===== src/rtl/key_event.sv =====
// key_event: keypad front end for the calculator datapath.
// Synchronizes the 20 raw push-button lines, debounces presses and
// releases, and rejects multi-key chords. Each accepted press yields one
// single-cycle strobe with a stable keycode.
//
// Optional build macro: KEY_EVENT_REPEAT_EN adds auto-repeat while a key is
// held. The delay before the first repeat is REPEAT_DELAY cycles and the
// interval between later repeats is REPEAT_RATE cycles. Keys 0..16 repeat.
// Keys 17..19 never repeat. Without the macro, every press gives exactly
// one strobe.
//
// Ports:
//   hz100    in   clock, rising edge
//   reset_n  in   asynchronous active-low reset
//   pb       in   20 raw asynchronous button lines, active-high
//   keycode  out  index of the accepted key, held between strobes
//   strobe   out  one-cycle pulse per accepted key event
//   pressed  out  high while a debounced key is held
//   multi    out  sticky chord flag, cleared when a release completes
module key_event #(
   parameter int unsigned DEBOUNCE     = 4,
   parameter int unsigned REPEAT_DELAY = 50,
   parameter int unsigned REPEAT_RATE  = 10
) (
   input  logic        hz100,
   input  logic        reset_n,
   input  logic [19:0] pb,
   output logic [4:0]  keycode,
   output logic        strobe,
   output logic        pressed,
   output logic        multi
);

   localparam int unsigned NKEYS = 20;
   localparam int unsigned KW    = 5;
   localparam int unsigned CW    = 8;

   localparam logic [CW-1:0] DB_LIMIT = CW'(DEBOUNCE);

   typedef enum logic [1:0] {
      ST_IDLE,
      ST_DEBOUNCE,
      ST_HELD,
      ST_RELEASE
   } state_t;

   // Two-flop synchronizer. Only s2 is used downstream.
   logic [NKEYS-1:0] s1;
   logic [NKEYS-1:0] s2;

   // Decode of the synchronized lines.
   logic [KW-1:0] code;
   logic          one;
   logic          none;
   logic          many;

   // FSM state and datapath registers.
   state_t        state;
   state_t        state_n;
   logic [CW-1:0] cnt;
   logic [CW-1:0] cnt_n;
   logic [KW-1:0] cand;
   logic [KW-1:0] cand_n;
   logic [KW-1:0] keycode_n;
   logic          strobe_n;
   logic          pressed_n;
   logic          multi_n;

`ifdef KEY_EVENT_REPEAT_EN
   localparam int unsigned HW = 16;

   localparam logic [HW-1:0] REP_DELAY       = HW'(REPEAT_DELAY);
   localparam logic [HW-1:0] REP_RATE        = HW'(REPEAT_RATE);
   localparam logic [KW-1:0] LAST_REPEAT_KEY = KW'(16);

   logic [HW-1:0] hold_cnt;
   logic [HW-1:0] hold_cnt_n;
   // rep_phase is set once the first repeat has fired. After that,
   // hold_cnt measures REPEAT_RATE instead of REPEAT_DELAY.
   logic          rep_phase;
   logic          rep_phase_n;
`else
   logic unused_repeat_cfg;
   assign unused_repeat_cfg = ^{32'(REPEAT_DELAY), 32'(REPEAT_RATE)};
`endif

   // Input synchronizer.
   always_ff @(posedge hz100 or negedge reset_n) begin
      if (!reset_n) begin
         s1 <= '0;
         s2 <= '0;
      end else begin
         s1 <= pb;
         s2 <= s1;
      end
   end

   // Encode the set bit. The result is only meaningful when exactly one
   // bit is set.
   always_comb begin
      code = '0;
      for (int i = 0; i < NKEYS; i++) begin
         if (s2[i]) begin
            code = KW'(i);
         end
      end
   end

   // Clearing the lowest set bit leaves something only when two or more
   // bits are set.
   assign none = (s2 == '0);
   assign many = ((s2 & (s2 - NKEYS'(1))) != '0);
   assign one  = !none && !many;

   // Next-state and output logic.
   always_comb begin
      state_n   = state;
      cnt_n     = cnt;
      cand_n    = cand;
      keycode_n = keycode;
      strobe_n  = 1'b0;
      multi_n   = multi;
`ifdef KEY_EVENT_REPEAT_EN
      hold_cnt_n  = hold_cnt;
      rep_phase_n = rep_phase;
`endif

      unique case (state)
         ST_IDLE: begin
            if (one) begin
               state_n = ST_DEBOUNCE;
               cand_n  = code;
               cnt_n   = CW'(1);
            end else if (many) begin
               state_n = ST_RELEASE;
               multi_n = 1'b1;
               cnt_n   = '0;
            end
         end

         ST_DEBOUNCE: begin
            if (many) begin
               state_n = ST_RELEASE;
               multi_n = 1'b1;
               cnt_n   = '0;
            end else if (none) begin
               state_n = ST_IDLE;
            end else if (code != cand) begin
               // A different key restarts the stability count.
               cand_n = code;
               cnt_n  = CW'(1);
            end else if (cnt == DB_LIMIT) begin
               state_n   = ST_HELD;
               keycode_n = cand;
               strobe_n  = 1'b1;
`ifdef KEY_EVENT_REPEAT_EN
               hold_cnt_n  = '0;
               rep_phase_n = 1'b0;
`endif
            end else begin
               cnt_n = cnt + CW'(1);
            end
         end

         ST_HELD: begin
            if (none) begin
               // The first released cycle counts toward the release debounce.
               state_n = ST_RELEASE;
               cnt_n   = CW'(1);
            end else if (many || (code != cand)) begin
               state_n = ST_RELEASE;
               multi_n = 1'b1;
               cnt_n   = '0;
            end else begin
`ifdef KEY_EVENT_REPEAT_EN
               // Only keys 0..16 auto-repeat. The operator and equals keys
               // give exactly one event per press.
               if (cand <= LAST_REPEAT_KEY) begin
                  hold_cnt_n = hold_cnt + HW'(1);
                  if (!rep_phase && (hold_cnt_n == REP_DELAY)) begin
                     strobe_n    = 1'b1;
                     rep_phase_n = 1'b1;
                     hold_cnt_n  = '0;
                  end else if (rep_phase && (hold_cnt_n == REP_RATE)) begin
                     strobe_n   = 1'b1;
                     hold_cnt_n = '0;
                  end
               end
`endif
            end
         end

         ST_RELEASE: begin
            if (!none) begin
               // Any activity restarts the release. A full clean release
               // must complete before a new press can be accepted.
               cnt_n = '0;
            end else if (cnt == DB_LIMIT) begin
               state_n = ST_IDLE;
               multi_n = 1'b0;
            end else begin
               cnt_n = cnt + CW'(1);
            end
         end

         default: begin
            state_n = ST_IDLE;
         end
      endcase

      pressed_n = (state_n == ST_HELD);
   end

   // State and output registers.
   always_ff @(posedge hz100 or negedge reset_n) begin
      if (!reset_n) begin
         state   <= ST_IDLE;
         cnt     <= '0;
         cand    <= '0;
         keycode <= '0;
         strobe  <= 1'b0;
         pressed <= 1'b0;
         multi   <= 1'b0;
      end else begin
         state   <= state_n;
         cnt     <= cnt_n;
         cand    <= cand_n;
         keycode <= keycode_n;
         strobe  <= strobe_n;
         pressed <= pressed_n;
         multi   <= multi_n;
      end
   end

`ifdef KEY_EVENT_REPEAT_EN
   // Auto-repeat hold counter.
   always_ff @(posedge hz100 or negedge reset_n) begin
      if (!reset_n) begin
         hold_cnt  <= '0;
         rep_phase <= 1'b0;
      end else begin
         hold_cnt  <= hold_cnt_n;
         rep_phase <= rep_phase_n;
      end
   end
`endif

endmodule


===== config.mk =====
export PLATFORM = sky130hd
export DESIGN_NAME = key_event
export DESIGN_NICKNAME = d
export VERILOG_FILES = /design/src/rtl/key_event.sv
export SDC_FILE = /design/constraint.sdc
export NUM_CORES = 1
export LEC_CHECK = 0
export BUFFER_PORTS_ARGS = -buffer_cell sky130_fd_sc_hd__clkbuf_2
export CORE_UTILIZATION = 58
export CTS_BUF_LIST = sky130_fd_sc_hd__clkbuf_16
export CTS_CLUSTER_SIZE = 14
export DETAILED_ROUTE_END_ITERATION = 8
export PLACE_DENSITY = 0.81
export SYNTH_ARGS = -nofsm -noshare
export SYNTH_HDL_FRONTEND = slang
export SYNTH_SLANG_ARGS = --single-unit
export TNS_END_PERCENT = 20

===== constraint.sdc =====
create_clock -name hz100 -period 4 [get_ports hz100]
set_clock_uncertainty 0.05 [all_clocks]
set_input_delay 1 -clock hz100 [delete_from_list [all_inputs] [get_ports hz100]]
set_output_delay 1 -clock hz100 [all_outputs]
set_load 0.02 [all_outputs]

==> results of run 1 <==
per-stage QoR:
| stage | worst slack [ns] | area, sq um | util | hold WS, ns | std cells |
|---|---|---|---|---|---|
| 5_1_grt | 0.531 | 3400 | 0.714 | 0.303 | 361 |
| 2_1_floorplan | 1.12 | 2880 | - | 0.281 | 261 |
| 3_3_place_gp | 0.855 | 3060 | 0.644 | 0.283 | 346 |
| 6_report | 0.705 | 3400 | 0.714 | 0.290 | 361 |
| 3_5_place_dp | 0.767 | 3060 | 0.644 | 0.285 | 346 |
| 4_1_cts | 0.727 | 3400 | 0.714 | 0.294 | 361 |
kinds of logic after synthesis:
logic type               Yosys count  synth area share
multiplexers                      12            0.0448
XOR/XNOR                           2           0.00609
flip-flops                        63             0.548
AO/OA/AOI/OAI                     61             0.166
adder cells (fa/ha/maj)            3            0.0122
buffers and inverters             26            0.0369
AND/OR/NAND/NOR                   94             0.187
power by group:
part	internal [W]	total [W]	switching, W
Clock	0.000603	0.000869	0.000267
Sequential	0.000659	0.000680	0.0000209
Combinational	0.0000207	0.0000529	0.0000322
Total	0.00128	0.00160	0.000320
final cells by class:
type	count	area, sq um	share of cell area
Clock buffer	9	225	0.0663
Multi-Input combinational cell	172	1200	0.352
Tap cell	67	83.8	0.0247
Timing Repair Buffer	30	153	0.0449
Sequential cell	63	1580	0.464
Inverter	14	52.6	0.0155
Clock inverter	6	110	0.0324
worst min-delay path by stage:
stage / startpoint / end / slack [ns] / depth (start not counted)
final: s1[12] / s2[12] / 0.29 / 0
after floorplan: s1[0] / s2[0] / 0.28 / 0
after global routing: s1[16] / s2[16] / 0.30 / 0
after detailed placement: s1[10] / s2[10] / 0.28 / 0
after CTS: s1[12] / s2[12] / 0.29 / 0
after global placement: s1[17] / s2[17] / 0.28 / 0
sequential cells by signal, indices dropped and copies added (netlist names):
signal / count
multi: 1
s2: 20
s1: 20
cand: 5
state: 2
keycode: 5
strobe: 1
pressed: 1
cnt: 8
cells in the final DEF, fill, tap and decap left out, drive strengths merged, types with 3 or more instances in the layout:
master	instances
o22ai	3
a31oi	5
inv	14
nand2b	5
bufinv	3
nor2	22
nand2	17
a211oi	3
nand3	9
nand4	5
or4	9
a21oi	12
or2	3
o311a	3
mux2i	5
clkbuf	38
o21ai	12
nor4	10
a21o	3
mux2	7
o31ai	4
dfrtp	63
nor3	3
layer usage:
layer	vias to the layer above	global-route usage	wire length (um)
met4	0	0.142	77
met5	-	0	0
li1	1028	-	-
met2	72	0.371	2790
met1	1040	0.353	2630
met3	7	0.0556	274
critical path: stages (launching register included):
cell and delay (ns):
dfrtp_1 0.42, or4_1 0.71, a31oi_1 0.32, mux2i_1 0.23, o21ai_0 0.14, or2_4 0.32
nor2_1 0.25, and4_1 0.37, mux2_2 0.37
==> results list, run 1 <==
- Dividing the detail-routed via count by the number of cells gives 5.95.
* Post-synth net total: 285
- In this run the worst setup path begins at s2[4].
- The synthesized design spends more area on one cell type than any other, namely dfrtp_1.
- The synthesized design contains 0 enable-type register cells.
- For this design the ratio of total power to cell area is 472 nW/um^2.
- Starting density of the core: 0.606
- Peak supply drop: 510 uV
- Clock-pin slew reported for the worst setup and hold paths after clock tree synthesis: 0.06 ns
* Most common flop cell mapped by yosys: dfrtp_1
- In this run the post-CTS setup repair buffer count came out at 0.
* Max frequency: 304 MHz
* Antenna-violating nets left: 0
* Distinct cell type count of the synthesized netlist: 59
* Vert. Die Dim: 72.5 um
* Leading cell types by count after synthesis: dfrtp_1 (63), nor2_1 (22), nand2_1 (17), inv_1 (14), a21oi_1 (11)
- Area contributors post-synth: dfrtp_1 (55%), nor2_1 (2.9%), mux2_2 (2.7%)
* Number of buffers on the longest clock path: 2
- Crit Path Class: reg2reg
- At the end of routability-driven placement, the weighted congestion stood at 0.896.
- Number of max-capacitance violations reported: 0
* Clock insertion delay at the later pin of the skew report: 0.32 ns
- Entering global routing, the biggest net connects 41 pins.
* Critical register-to-register path startpoint: s2[4]
- After global routing the overflow that remains totals 0.
- Cell with the most instances after synthesis: dfrtp_1
* Rows: 25
- Capture point of the worst reg-to-reg path: keycode[1]
* Area growth from synthesis to layout: 18.0%
* Required time at the worst-slack endpoint: 4.15 ns
- Fill count: 357
- For this run, the total global-route usage over all layers was measured as 0.254.
- Of all nets on the critical path, the largest fanout is 9.
- Number of global-route vias before repair: 2003
- Final cycle utilization of the critical path: 0.824
- Final nets: 314
- # hold bufs at CTS: 0
- The pre-antenna-repair detailed-routing pass consisted of 4 iterations.
- Starting DRC count in detailed routing: 225
- In this run the clock root is driven by a clkbuf_16.
- Number of inserted diodes: 0
- Number of cells produced by synthesis: 261
* Post-layout total power: 0.00160 W
- After floorplanning, the core was sized to cover 4750 sq um.
- Synthesis inferred 63 register bits.
* Count of vias placed by the detailed router: 2147
* Num CTS Buffers: 9
- R2R Setup Slk: 0.71 ns
- Post-detailed-route wirelength per cell: 16.0 um
* TNS Setup: 0 ns
- For this run, asynchronously set or reset flops after synthesis account for 1.00.
- The max-slew violation total from the final report was 0.
- Wire length of the first global-routing pass: 9760 um
- Final setup violation count: 0
- For the pin with the worst max-slew slack, the measured transition is 0.828 ns.
- Slew headroom: 0.443
- For this design the top-level I/O count stands at 30.
- The path class of the tightest hold or removal check is reg2reg.
- Unrepaired setup endpoints after global routing: no
- Measured along the x axis, the die boundary spans 72.5 um.
- Total number of H-tree levels: 3
- TritonCTS Sinks: 63
* Length in cells of the worst reg-to-reg path: 8
- Leakage power of the design: 1.44 nW
- For this block, the routed nets add up to 5770 um of wire.
- Result of the run: finished clean
- The die covers 5250 sq um.
- Worst Path Arrival: 3.45 ns
- Worst setup endpoint: keycode[1]
- Clock period minus final worst setup slack: 3.29 ns
* Type of destination of the critical path: flop
- CTS tree: done
- The final-report hold violation count is 0.
- Post_cts resized: 0
* Worst Setup Start Kind: flop
- Of the cells placed in the final design, the portion with a size suffix greater than 1 is 0.221.
* YS warnings: 0
- Of the post-synthesis cell area, the dominant cell type holds 0.548.
* Post-detail-place hpwl: 3980 um
* Remaining design rule violation count: 0
- Of the synthesized area, sequential elements account for 0.548.
- After synthesis, the mean cell area works out to 11.0 sq um.
- Initial antenna violation count: 0
- Count of buffers inserted at the top-level ports: 29
* Mapped cell area: 2880 sq um
Note: power is estimated with default switching activity, not from simulation.
==> run 2, diff against run 1 <==
--- a/config.mk
+++ b/config.mk
@@ -6,11 +6,11 @@
 export NUM_CORES = 1
 export LEC_CHECK = 0
 export BUFFER_PORTS_ARGS = -buffer_cell sky130_fd_sc_hd__clkbuf_2
-export CORE_UTILIZATION = 58
+export CORE_UTILIZATION = 52
 export CTS_BUF_LIST = sky130_fd_sc_hd__clkbuf_16
 export CTS_CLUSTER_SIZE = 14
 export DETAILED_ROUTE_END_ITERATION = 8
-export PLACE_DENSITY = 0.81
+export PLACE_DENSITY = 0.77
 export SYNTH_ARGS = -nofsm -noshare
 export SYNTH_HDL_FRONTEND = slang
 export SYNTH_SLANG_ARGS = --single-unit
==> constraint.sdc (replaced) <==
create_clock -name hz100 -period 2.8 [get_ports hz100]
set_clock_uncertainty 0.05 [all_clocks]
set_input_delay 0.7 -clock hz100 [delete_from_list [all_inputs] [get_ports hz100]]
set_output_delay 0.7 -clock hz100 [all_outputs]
set_load 0.02 [all_outputs]
==> results list, run 2 (same netlist as run 1, synthesis figures left out) <==
- The die is 76.4 um tall.
- For this configuration, the core starts out at a cell density of 0.553.
* Hold slack final: 0.296 ns
- Share of cells above drive strength 1: 0.390
- Of the total power, the clock network draws 0.525.
- At the end of routability-driven placement, the weighted congestion stood at 0.920.
- Share of total power in sequential cells: 0.417
- The most critical setup path has its startpoint at s2[7].
- Length in cells of the worst reg-to-reg path: 10
- For this run, the top clock speed supported by timing is 343 MHz.
- The first routing iteration left 180 violations.
- Clock-pin slew was measured on the worst setup and hold paths at 0.06 ns.
* Number of buffers on the longest clock path: 2
* GRT busiest layer: met2
* Pins over their slew limit: 0
- For this run the aggregate overflow at the end of global routing stands at 0.
- Worst-Margin Slew: 0.622 ns
- Worst Setup Start Kind: flop
* Initial antenna violation count: 0
- Remaining design rule violation count: 0
* Count of buffers inserted at the top-level ports: 29
- For this run, global-route usage on met2 was measured as 0.414.
- Number of global-route vias before repair: 2401
* Highest-count cells in the layout ignoring fill and taps: dfrtp_1 (63), buf_4 (44), clkbuf_2 (29)
- The worst pin sits at a relative slew slack of 0.585.
- I/O pin total: 30
- Result of the run: finished with violations
- The final reports fail on negative setup slack.
* Number of inserted diodes: 0
- Before CTS, the worst setup slack after placement is -0.170 ns.
- Setup repair after global routing could not meet its margin everywhere.
* Die outline width: 76.4 um
- Antenna-violating nets left: 0
* Post-detailed-route wirelength per cell: 16.4 um
- From synthesis to final layout, the design area changed by 37.1%.
- In the global route stage, overall resource usage came out at 0.251.
* Detailed-router iteration count before antenna repair: 4
- Final worst setup slack: -0.116 ns
* Proportion of total power due to net switching: 0.221
- R2R Setup Slk: -0.12 ns
* Met1 usage: 0.305
- Data on the critical path arrives at its endpoint at 3.11 ns.
- Met3 Track Usage GR: 0.0659
* Clock insertion delay at the later pin of the skew report: 0.33 ns
- The final layout contains routed wiring with a total length of 6810 um.
- CP Max Fanout: 8
- Measured on the finished design, the core utilization comes to 0.758.
* Final setup violation count: 19
- Required time at the worst-slack endpoint: 3.00 ns
* Worst setup endpoint: cnt[3]
- Summed over all nets, the half-perimeter wirelength after detailed placement is 4460 um.
- After layout, the minimum clock period comes to 2.92 ns.
- At the end of the flow, the number of nets in the layout was 363.
- Across all layers, the routed design uses 2395 vias.
- Peak supply drop: 685 uV
- Summed over all cells, the static leakage comes to 1.76 nW.
* Pwr/cell area: 582 nW/um^2
- Path type of the worst min-delay path: reg2reg
* Total number of H-tree levels: 3
- Final cycle utilization of the critical path: 1.04
* DP Cell Count: 390
- The tool flagged a number of max-cap violations equal to 0.
* Rows: 26
- The final-report hold violation count is 0.
* Registers with the highest flip-flop counts: s1 x20, s2 x20, cnt x8
* Capture point of the worst reg-to-reg path: cnt[3]
* Type of destination of the critical path: flop
- TritonCTS Sinks: 63
- Critical register-to-register path startpoint: s2[7]
- The internal portion of the total power is 0.00179 W.
- Largest net degree at the start of global routing: 41
- Post-layout total power: 0.00230 W
- Switching power of the nets: 0.000509 W
- The share of total power dissipated in combinational logic is 0.058.
- Die area: 5840 sq um
- Wire length of the first global-routing pass: 11300 um
- After the flow finishes, the layout carries non-filler instances totaling 414.
- Buffers inserted during clock tree synthesis total 9.
* Crit Path Class: reg2reg
- The cell sitting at the root of the clock tree is a clkbuf_16.
- Area inside the core boundary: 5200 sq um
* Ratio of routed vias to standard cells: 5.79
- CTS tree: done
- Most frequent standard cell in the layout excluding fill and tap cells: dfrtp_1
==> run 2: area by class of cell <==
type / count / area, sq um
clock inverter: 7 / 104
fill: 350 / 1260
inverter: 14 / 52.6
sequential: 63 / 1580
tap: 70 / 87.6
timing repair buffer: 79 / 552
multi-input combinational: 172 / 1350
clock buffer: 9 / 225
==> run 2: power groups by stage <==
stage	clock, W	combinational (W)	sequential, W
detailed placement	0	0.000121	0.000973
global placement	0	0.000118	0.000971
CTS	0.00122	0.000126	0.000958
finish	0.00121	0.000134	0.000959
global route	0.00126	0.000148	0.000961
floorplan	0	0.0000471	0.000970
==> run 2: worst max-delay path: stages, from the launching register on <==
cell and delay [ns]:
dfrtp_1 0.38, or4_4 0.65, o41ai_4 0.43, nand2_2 0.13
nor4_4 0.18, buf_4 0.17, nand3_4 0.09, o31ai_4 0.28
buf_6 0.17, a31oi_1 0.11, o22ai_2 0.19
==> run 2: layer usage <==
layer	routed length (um)	vias to the layer above	share of wire
met5	0	-	0
met4	178	0	0.026
met3	424	17	0.062
met2	3430	92	0.50
met1	2770	1162	0.41
li1	-	1124	-
==> run 2: worst min-delay path by stage <==
stage	startpoint	end	slack, ns	cells past startpoint
2_1_floorplan	s1[0]	s2[0]	0.28	0
3_3_place_gp	s1[3]	s2[3]	0.28	0
3_5_place_dp	s1[15]	s2[15]	0.28	0
4_1_cts	s1[18]	s2[18]	0.30	0
5_1_grt	s1[15]	s2[15]	0.31	0
6_report	s1[15]	s2[15]	0.30	0
==> run 2: what timing repair did <==
action	CTS	global route
gates resized for setup	14	19
cloned	1	0
buffers inserted	6	1
pin swaps	12	12
setup endpoints to repair	19	19
hold buffers	0	0
==> run 2: metrics by stage <==
step | TNS [ns] | cell area [sq um]
4_1_cts | -0.182 | 3840
2_1_floorplan | 0 | 2890
5_1_grt | -3.48 | 3950
3_3_place_gp | -0.745 | 3400
3_5_place_dp | -2.13 | 3400
6_report | -1.31 | 3950
==> run 3, diff against run 2 <==
--- a/config.mk
+++ b/config.mk
@@ -6,7 +6,9 @@
 export NUM_CORES = 1
 export LEC_CHECK = 0
 export BUFFER_PORTS_ARGS = -buffer_cell sky130_fd_sc_hd__clkbuf_2
-export CORE_UTILIZATION = 52
+export CELL_PAD_IN_SITES_DETAIL_PLACEMENT = 2
+export CELL_PAD_IN_SITES_GLOBAL_PLACEMENT = 2
+export CORE_UTILIZATION = 35
 export CTS_BUF_LIST = sky130_fd_sc_hd__clkbuf_16
 export CTS_CLUSTER_SIZE = 14
 export DETAILED_ROUTE_END_ITERATION = 8
==> results list, run 3 (same netlist as run 1, synthesis figures left out) <==
- Cells traversed along the worst timing path: or4_4, or4_1, a21oi_2, o32a_2, nand3_2, o31ai_4, buf_12, nand3_4, o211ai_2
- The tool flagged a number of max-cap violations equal to 0.
* Post-detail-place hpwl: 5940 um
- In the finished design, the share of the clock period the worst path needs comes to 1.04.
- I/O pin total: 30
- Capture point of the worst reg-to-reg path: cnt[4]
- Registers with the highest flip-flop counts: s1 x20, s2 x20, cnt x8
- Counting the buffers created by CTS gives 9.
- Count of buffers inserted at the top-level ports: 29
* Detailed-router iteration count before antenna repair: 4
* Clock period minus final worst setup slack: 2.90 ns
* Final setup violation count: 17
* Pwr/cell area: 580 nW/um^2
- STA puts the critical path data arrival time at 3.11 ns.
- Setup slack on the critical path of the routed design comes to -0.101 ns.
* Type of destination of the critical path: flop
* Final core utilization: 0.495
* Worst Setup Start Kind: flop
- The critical path is of the reg2reg type.
* Antenna-violating nets left: 0
* Largest net degree at the start of global routing: 40
- In the layout the commonest cells are dfrtp_1 (63), buf_4 (39), clkbuf_2 (29).
- Slew headroom: 0.553
- Starting density of the core: 0.367
- Most frequent standard cell in the layout excluding fill and tap cells: dfrtp_1
* Critical register-to-register path startpoint: s2[5]
- Worst setup slack before clock tree synthesis: -0.153 ns
* Overall global routing resource usage: 0.238
- VDD sags by at most 423 uV.
- Along the worst path, the maximum fanout reaches 7.
- Routed Wire Length: 9060 um
- The first global-routing pass estimated 15100 um of wire.
- The clock net in this run drives a total of 63 sinks.
- Final nets: 357
* Number of buffers on the longest clock path: 2
- On the worst path, the slowest cell contributes a delay of 0.60 ns.
- The number of antenna diodes in the final layout is 0.
- Path type of the worst min-delay path: reg2reg
* Worst-Margin Slew: 0.670 ns
- Hold EP: s2[9]
- Routability-driven placement finished with a final weighted congestion of 0.873.
* Die area: 8590 sq um
* Failing checks: negative setup slack
* Post-detailed-route wirelength per cell: 20.6 um
* CTS Root Buffer Type: clkbuf_16
- The analysis attributes to cell leakage a power of 1.66 nW.
- In this run the most critical hold path is launched from s1[9].
* Pins over their slew limit: 0
* Number of global-route vias before repair: 2805
* Hold slack final: 0.297 ns
- Clock insertion delay at the later pin of the skew report: 0.34 ns
- Summing all multi-input logic gate instances after layout gives 1300 sq um.
* Area growth from synthesis to layout: 35.0%
* Remaining design rule violation count: 0
- Unrepaired setup endpoints after global routing: yes
- CTS tree: done
- Global routing finished with a remaining overflow of 0.
- Clock-pin slew reported for the worst setup and hold paths after clock tree synthesis: 0.06 ns
* Count of vias placed by the detailed router: 2443
- For this block, the initial DRC count from the detailed router was 75.
* Total number of H-tree levels: 3
* Crit path max-delay cell type: or4_4
- The run finished, with violations left.
* # hold bufs at CTS: 0
- The floorplan step set the die width to 92.7 um.
- The final-report hold violation count was 0.
- Fill count: 820
- In the final layout, flip-flops and latches occupy 1580 sq um.
- In the routed layout, each cell is associated on average with a via count of 5.55.
- Hold path depth: 0
- Length in cells of the worst reg-to-reg path: 9
- The floorplan has 32 rows.
- Max frequency: 345 MHz
* Initial antenna violation count: 0
- STA puts the critical path data required time at 3.01 ns.
- Setup slack on the worst reg-to-reg path comes out at -0.10 ns.
- Share of cells above drive strength 1: 0.376
- Area inside the core boundary: 7850 sq um
* Vert. Die Dim: 92.7 um
[run 3: worst max path at each step]
stage           start    endpoint  slack (ns)  cells past startpoint
2_1_floorplan  s2[11]  keycode[0]       0.004                     10
3_3_place_gp    s2[1]  keycode[0]       -0.09                      7
3_5_place_dp    s2[4]  keycode[3]       -0.15                      7
4_1_cts        s2[12]      cnt[4]       -0.07                      9
5_1_grt         s2[5]      cnt[4]       -0.27                      9
6_report        s2[5]      cnt[4]       -0.10                      9
[run 3: worst max-delay path: cells and delay by family, from the launching register on]
kind,cells,cell delay [ns]
AND/OR/NAND/NOR,4,1.39
buffers and inverters,1,0.16
flip-flops,1,0.39
AO/OA/AOI/OAI,4,0.82
[run 3: power by group]
group	internal, W	leakage, nW	switching (W)	total [W]
combinational	0.0000602	0.748	0.0000792	0.000139
clock	0.000699	0.143	0.000455	0.00115
sequential	0.000940	0.772	0.0000196	0.000960
total	0.00170	1.66	0.000554	0.00225
[run 3: stage by stage]
step | setup TNS (ns) | area [sq um] | total power [W] | cells
6_report | -1.02 | 3890 | 0.00225 | 440
5_1_grt | -3.95 | 3890 | 0.00233 | 440
4_1_cts | -0.604 | 3800 | 0.00226 | 435
3_5_place_dp | -1.52 | 3440 | 0.00110 | 418
3_3_place_gp | -0.872 | 3440 | 0.00109 | 418
2_1_floorplan | 0 | 2890 | 0.00102 | 261
[run 3: timing repair]
action                     CTS  global route
pin swaps                    4            11
setup endpoints to repair   19            22
resized for setup           13            12
buffers inserted             1             5
cloned                       0             0
[run 3: cell type report]
| class | count | area share |
|---|---|---|
| clock buffer | 9 | 0.0579 |
| sequential | 63 | 0.406 |
| inverter | 14 | 0.0135 |
| multi-input combinational | 172 | 0.333 |
| tap | 102 | 0.0328 |
| clock inverter | 7 | 0.0206 |
| timing repair buffer | 73 | 0.136 |
[run 3: metal layers]
| layer | GRT usage | vias to the layer above | wire length, um |
|---|---|---|---|
| met5 | 0 | - | 0 |
| met3 | 0.0452 | 25 | 259 |
| met2 | 0.415 | 51 | 4680 |
| met4 | 0.112 | 0 | 255 |
| met1 | 0.281 | 1255 | 3870 |
| li1 | - | 1112 | - |
